--- config.mk ---
export PLATFORM = sky130hd
export DESIGN_NAME = bus_arbiter
export DESIGN_NICKNAME = d
export VERILOG_FILES = /design/src/rtl/bus_arbiter.sv
export SDC_FILE = /design/constraint.sdc
export NUM_CORES = 1
export LEC_CHECK = 0
export CAP_MARGIN = 20
export CORE_MARGIN = 2
export CORE_UTILIZATION = 42
export CTS_BUF_LIST = sky130_fd_sc_hd__clkbuf_16
export DETAILED_ROUTE_END_ITERATION = 6
export GPL_TIMING_DRIVEN = 0
export PLACE_DENSITY_LB_ADDON = 0.2
export SYNTH_ARGS = -nofsm -noshare
export SYNTH_HDL_FRONTEND = slang
export SYNTH_SLANG_ARGS = --single-unit
--- constraint.sdc ---
create_clock -name clk -period 1.61 [get_ports clk]
set_clock_uncertainty 0.2 [all_clocks]
set_input_delay 0.322 -clock clk [delete_from_list [all_inputs] [get_ports clk]]
set_output_delay 0.322 -clock clk [all_outputs]
set_load 0.02 [all_outputs]
--- src/rtl/bus_arbiter.sv ---
// Round-robin bus arbiter: one registered one-hot grant plus binary select for the bus switch.
// Optional hold-time preemption is built when BUS_ARB_TIMEOUT_EN is defined.
module bus_arbiter #(
    parameter int SIZE     = 4,
    parameter int MAX_HOLD = 8
) (
    input  logic                        clk,
    input  logic                        reset,
    input  logic [SIZE-1:0]             req,
    output logic [SIZE-1:0]             grant,
    output logic [$clog2(SIZE)-1:0]     sel,
    output logic                        bus_valid,
    output logic                        preempt
);

    localparam int SEL_WIDTH = $clog2(SIZE);

    typedef enum logic [0:0] {
        IDLE = 1'b0,
        BUSY = 1'b1
    } state_t;

    state_t               state_r;
    logic [SEL_WIDTH-1:0] last_r;
    logic [SEL_WIDTH-1:0] pick_s;
    logic                 owner_req_s;
    logic                 others_s;
    logic                 any_req_s;

`ifdef BUS_ARB_TIMEOUT_EN
    localparam int                 CNT_W    = $clog2(MAX_HOLD);
    localparam logic [CNT_W-1:0]   HOLD_MAX = CNT_W'(MAX_HOLD - 1);
    logic [CNT_W-1:0]              hold_cnt_r;
`endif

    // First set request bit at or after start, wrapping; SIZE is a power of two so index math wraps naturally.
    function automatic logic [SEL_WIDTH-1:0] rr_pick(input logic [SIZE-1:0] r,
                                                      input logic [SEL_WIDTH-1:0] start);
        logic                 found;
        logic [SEL_WIDTH-1:0] idx;
        logic [SEL_WIDTH-1:0] pick;
        found = 1'b0;
        pick  = start;
        for (int i = 0; i < SIZE; i++) begin
            idx = start + i[SEL_WIDTH-1:0];
            if (!found && r[idx]) begin
                found = 1'b1;
                pick  = idx;
            end else begin
                found = found;
            end
        end
        return pick;
    endfunction

    function automatic logic [SIZE-1:0] onehot(input logic [SEL_WIDTH-1:0] idx);
        return {{(SIZE-1){1'b0}}, 1'b1} << idx;
    endfunction

    // Arbitration inputs; last_r always equals the current owner while BUSY.
    always_comb begin
        pick_s      = rr_pick(req, last_r + {{(SEL_WIDTH-1){1'b0}}, 1'b1});
        owner_req_s = |(req & grant);
        others_s    = |(req & ~grant);
        any_req_s   = |req;
    end

    // Arbiter state machine with registered grant, select, valid and preempt outputs.
    always_ff @(posedge clk) begin
        if (!reset) begin
            state_r   <= IDLE;
            grant     <= {SIZE{1'b0}};
            sel       <= {SEL_WIDTH{1'b0}};
            bus_valid <= 1'b0;
            preempt   <= 1'b0;
            last_r    <= {SEL_WIDTH{1'b1}};
`ifdef BUS_ARB_TIMEOUT_EN
            hold_cnt_r <= {CNT_W{1'b0}};
`endif
        end else begin
            preempt <= 1'b0;
            case (state_r)
                IDLE: begin
                    if (any_req_s) begin
                        state_r   <= BUSY;
                        grant     <= onehot(pick_s);
                        sel       <= pick_s;
                        bus_valid <= 1'b1;
                        last_r    <= pick_s;
`ifdef BUS_ARB_TIMEOUT_EN
                        hold_cnt_r <= {CNT_W{1'b0}};
`endif
                    end else begin
                        grant     <= {SIZE{1'b0}};
                        bus_valid <= 1'b0;
                    end
                end
                BUSY: begin
                    if (owner_req_s) begin
`ifdef BUS_ARB_TIMEOUT_EN
                        if ((hold_cnt_r == HOLD_MAX) && others_s) begin
                            grant      <= onehot(pick_s);
                            sel        <= pick_s;
                            last_r     <= pick_s;
                            hold_cnt_r <= {CNT_W{1'b0}};
                            preempt    <= 1'b1;
                        end else if (hold_cnt_r != HOLD_MAX) begin
                            hold_cnt_r <= hold_cnt_r + {{(CNT_W-1){1'b0}}, 1'b1};
                        end else begin
                            hold_cnt_r <= hold_cnt_r;
                        end
`else
                        grant <= grant;
`endif
                    end else if (others_s) begin
                        // Hand over on the same edge so the bus never sees an idle bubble.
                        grant  <= onehot(pick_s);
                        sel    <= pick_s;
                        last_r <= pick_s;
`ifdef BUS_ARB_TIMEOUT_EN
                        hold_cnt_r <= {CNT_W{1'b0}};
`endif
                    end else begin
                        state_r   <= IDLE;
                        grant     <= {SIZE{1'b0}};
                        bus_valid <= 1'b0;
                    end
                end
                default: begin
                    state_r   <= IDLE;
                    grant     <= {SIZE{1'b0}};
                    bus_valid <= 1'b0;
                end
            endcase
        end
    end

endmodule

; After elaboration in Yosys (flattened, before gate mapping)
; Cells that the tools add are included.
[classes]
reduce_logical = 11
n_addsub = 4
bitwise_logic = 4
magnitude_cmp = 4
muxes = 29
eq_ne = 4
n_shift = 1
[ops]
columns = operator, n
row1 = < comparator 2 x 3 -> 1 bit (second input constant), 4
row2 = two-way mux 1 bit, 12
row3 = two-way mux 2 bit, 6
row4 = two-way mux 4 bit, 3
row5 = OR reduction 4 bit, 3
row6 = bitwise AND 4 bit, 2
row7 = binary-select mux 1 bit (select 2 bit), 4
row8 = one-hot mux 4 bit (2 select lines), 1
row9 = != test 2 bit (second input constant), 3
row10 = adder 2 x 1 -> 2 bit (second input constant), 2
row11 = adder 2 bit (second input constant), 2
row12 = NOT 4 bit, 1
row13 = one-hot mux 1 bit (2 select lines), 2
row14 = one-hot mux 2 bit (2 select lines), 1
row15 = << shifter 1 x 2 -> 4 bit (first input constant), 1
row16 = logical AND 1 bit, 3
row17 = zero test 1 bit, 3
row18 = AND reduction 3 bit, 1
row19 = != test 2 x 1 -> 1 bit (second input constant), 1
row20 = AND reduction 2 bit, 1
row21 = NOT 1 bit, 1
[word_totals]
inputBits = 6
output_inout_bits = 8
word_cells = 62
regBits = 10

; Logic depth before layout (Yosys ltp)
[depth]
ltp_word = 17
depth_mapped = 5
mapped_depth_nobuf = 4

; Least setup slack after synthesis
; No wires, ideal clock.
[synth_path]
path_kind = register to register
start = reg grant[1]
end = reg last_r[0]
path_slack_ns = -0.098
arrival_ns = 1.387
synth_period_minus_slack_ns = 1.708
required_ns = 1.289
setup_ns = 0.121
stages_incl_launch_ff = 6
path_cell_list = dfxtp_1 -> or2b_1 -> o2111a_1 -> o31a_1 -> buf_6 -> mux2_4
[synth_between]
elab_chain_len = 5
word_cells_on_any_way = 8
classes_between = eq/ne (2) / bitwise (3) / reduce/logical (3)
[synth_lines]
columns = item, line
row1 = start: declaration, 10  ; output logic [SIZE-1:0] grant,
row2 = start signal: assignment, 72  ; grant <= {SIZE{1'b0}};
row3 = start signal: assignment, 86  ; grant <= onehot(pick_s);
row4 = start signal: assignment, 94  ; grant <= {SIZE{1'b0}};
row5 = NOT 4 bit, 64  ; others_s = |(req & ~grant);
row6 = bitwise AND 4 bit, 64
row7 = OR reduction 4 bit, 64
row8 = != test 2 x 1 -> 1 bit (no source line), n/a
row9 = AND reduction 3 bit (no source line) *, n/a
row10 = end signal: assignment, 76  ; last_r <= {SEL_WIDTH{1'b1}};
row11 = end signal: assignment, 89  ; last_r <= pick_s;
row12 = end signal: assignment, 119  ; last_r <= pick_s;
row13 = end: declaration, 24  ; logic [SEL_WIDTH-1:0] last_r;
; Every way passes the cells marked *; elsewhere a longest branch is shown, timed or not.
; A chain may end at the register's enable or synchronous reset.

; Worst setup path after layout
[layout_path]
start = reg grant[1]
end = reg sel[1]
[layout_between]
elab_chain_len = 5
word_cells_on_any_way = 8
classes_between = eq/ne (2) / bitwise (3) / reduce/logical (3)
[layout_lines]
columns = item, line
row1 = NOT 4 bit, 64
row2 = bitwise AND 4 bit, 64
row3 = OR reduction 4 bit, 64
row4 = != test 2 x 1 -> 1 bit (no source line), n/a
row5 = AND reduction 3 bit (no source line) *, n/a
row6 = end signal: assignment, 73  ; sel <= {SEL_WIDTH{1'b0}};
row7 = end signal: assignment, 87  ; sel <= pick_s;
row8 = end signal: assignment, 118  ; sel <= pick_s;
row9 = end: declaration, 11  ; output logic [$clog2(SIZE)-1:0] sel,
; Marked as above.

==> flow_summary_export.csv <==
group,metric,value,unit
status,outcome,"finished with violations",
status,failed_checks,"negative setup slack",
place,portBuffers,12,
clock_network,ctsLongestPathBuffers,2,
place,placed_cells,90,
clock_network,clk_pin_slew,40,ps
global_route,grt_pass1_wl,2350,um
synth,ys_seq_area_frac,0.345,
synth,ys_ff_latch,10,
worst_setup_path,r2r_setup_slack,-110,ps
sta,report.final.slew_viol_count,0,
clock_network,insertion_delay,240,ps
worst_hold_path,hp-class,"register to register",
worst_setup_path,critPathMaxFanout,7,
synth,syn_nets,69,
synth,synth_edf_count,0,
worst_setup_path,worst_ep_required_time,1530,ps
synth,synth_area_per_cell,9.22,um2
final_layout,syn_to_final_growth,43.1,%
worst_setup_path,worstSetupPathType,"register to register",
final_layout,final_cells,96,
die,pin_count,14,
clock_network,cts_tree,"done",
detailed_routing,via_per_inst,5.73,
detailed_routing,remaining_drc_errors,0,
sta,hold_violations,0,
final_layout,drive_gt1_frac,0.333,
synth,yosysUniqueCellTypes,32,
global_route,grt_max_degree,9,
sta,finalWorstSetupSlack,-112,ps
detailed_routing,first_iter_violations,13,
detailed_routing,drt_pass1_iterations,4,
final_layout,antenna_cells,0,
synth,netlist_area,581,um2
worst_setup_path,start_kind,"register",
die,die_h,41.2,um
sta,setup_violations,7,
power,vdd_drop_max,1180,uV
detailed_routing,drtAntennaViolNets,0,
detailed_routing,routed_wl,1520,um
sta,worst_pin_slew,551,ps
clock_network,cts_root_buffer,"clkbuf_16",
die,die_area,1700,um2
final_layout,mostFrequentLayoutCells,"7 x nand2_1, 7 x dlygate4sd2_1, 6 x dfxtp_1",
global_route,grt_use_total,0.225,
die,die_w,41.2,um
global_route,grt_pass1_vias,518,
sta,fmax,581,MHz
power,leakage,0.366,nW
detailed_routing,vias,550,
synth,async_flop_share,0,
synth,syn_inst,63,
clock_network,cts_sinks,10,
global_route,antenna_found_initial,0,
sta,rsz0062_at_grt,"true",
worst_setup_path,crit_path_end_kind,"register",
sta,setup_tns,-322,ps
sta,post-route-min-period,1720,ps
clock_network,cts_hold_buf,0,
global_route,grt.overflow.total,0,
die,rows,13,
final_layout,fill_cells,121,
power,report.power.total,1.00,mW
final_layout,final_nets,88,
flow_run,max-cap-violations,0,
die,initial_utilization,0.446,
power,power.density,1200,nW/um2
place,dp_hpwl,936,um
die,fp.coreArea,1300,um2
sta,slew_headroom,0.631,
synth,synth_warnings,0,
clock_network,h-tree-depth,1,
final_layout,design_area,831,um2
place,gp_congestion,0.763,
synth,synthFlopType,"dfxtp_1",
final_layout,post-route-util,0.638,
detailed_routing,wl_per_cell,15.8,um
sta,fin_crit_sh,1.07,
clock_network,numCtsBuffers,3,
worst_setup_path,arrival,1640,ps
place,placed_area,732,um2
==> registers in the layout, summed over array words and instances (netlist names) <==
register,cells
grant,4
bus_valid,1
last_r,2
sel,2
state_r,1
==> per-stage QoR <==
stage | hold slack [ps] | worst slack (ps)
final | 265 | -112
after global routing | 283 | -143
after CTS | 264 | -104
after detailed placement | 257 | -748
after global placement | 247 | -751
after floorplan | 211 | -60.9
==> repair_timing <==
item / in CTS / in global routing
endpoints found under the setup margin: 15 / 8
buffers inserted: 2 / 0
pin swaps: 2 / 0
gates resized for setup: 34 / 2
==> kinds of logic after synthesis <==
group / count (synthesis) / share of synthesized area
buffers and inverters: 5 / 0.0517
AND/OR/NAND/NOR: 21 / 0.209
XOR/XNOR: 1 / 0.0151
AO/OA/AOI/OAI: 22 / 0.304
flip-flops: 10 / 0.345
other: 1 / 0.00646
multiplexers: 3 / 0.0690
==> metal layers <==
metal	part of all wire	track usage
met1	0.45	0.285
met2	0.44	0.340
met3	0.067	0.0326
met4	0.036	0.169
met5	0	0
==> synth_stat cells (2+ instances only) <==
cell type | instances | area (um2)
a211oi_1 | 2 | 15.0
nand2_1 | 7 | 26.3
o31ai_1 | 5 | 37.5
or2_1 | 2 | 12.5
nand2b_1 | 2 | 12.5
inv_1 | 3 | 11.3
nor2_1 | 2 | 7.51
a21oi_1 | 2 | 10.0
dfxtp_1 | 10 | 200
mux2_4 | 2 | 30.0
a22oi_1 | 2 | 15.0
or2b_1 | 4 | 30.0
==> path summary, 6_finish.rpt <==
path	cells past startpoint	start	to
worst min register to register	2	sel[0]	sel[0]
worst max register to register	5	grant[1]	sel[1]
worst min-delay path	2	sel[0]	sel[0]
worst max-delay path	5	grant[1]	sel[1]
==> where the power goes <==
group | internal, mW | total, mW | switching (mW)
sequential | 0.281 | 0.310 | 0.0287
combinational | 0.116 | 0.245 | 0.130
clock | 0.326 | 0.446 | 0.120
total | 0.723 | 1.00 | 0.278
==> worst max-delay path, stage by stage, from the launching register on <==
cell and delay, ps:
dfxtp_2 330, or2b_1 220, o2111a_1 150, o31a_1 250, buf_6 150, mux2_4 300
==> final cells by class <==
type	count	area [um2]	share of cell area
Multi-Input combinational cell	48	388	0.467
Sequential cell	10	205	0.247
Timing Repair Buffer	14	110	0.133
Clock buffer	3	75.1	0.0904
Buffer	2	18.8	0.0226
Tap cell	15	18.8	0.0226
Inverter	3	11.3	0.0136
Clock inverter	1	3.75	0.00452
(Power assumes the default switching activity.)
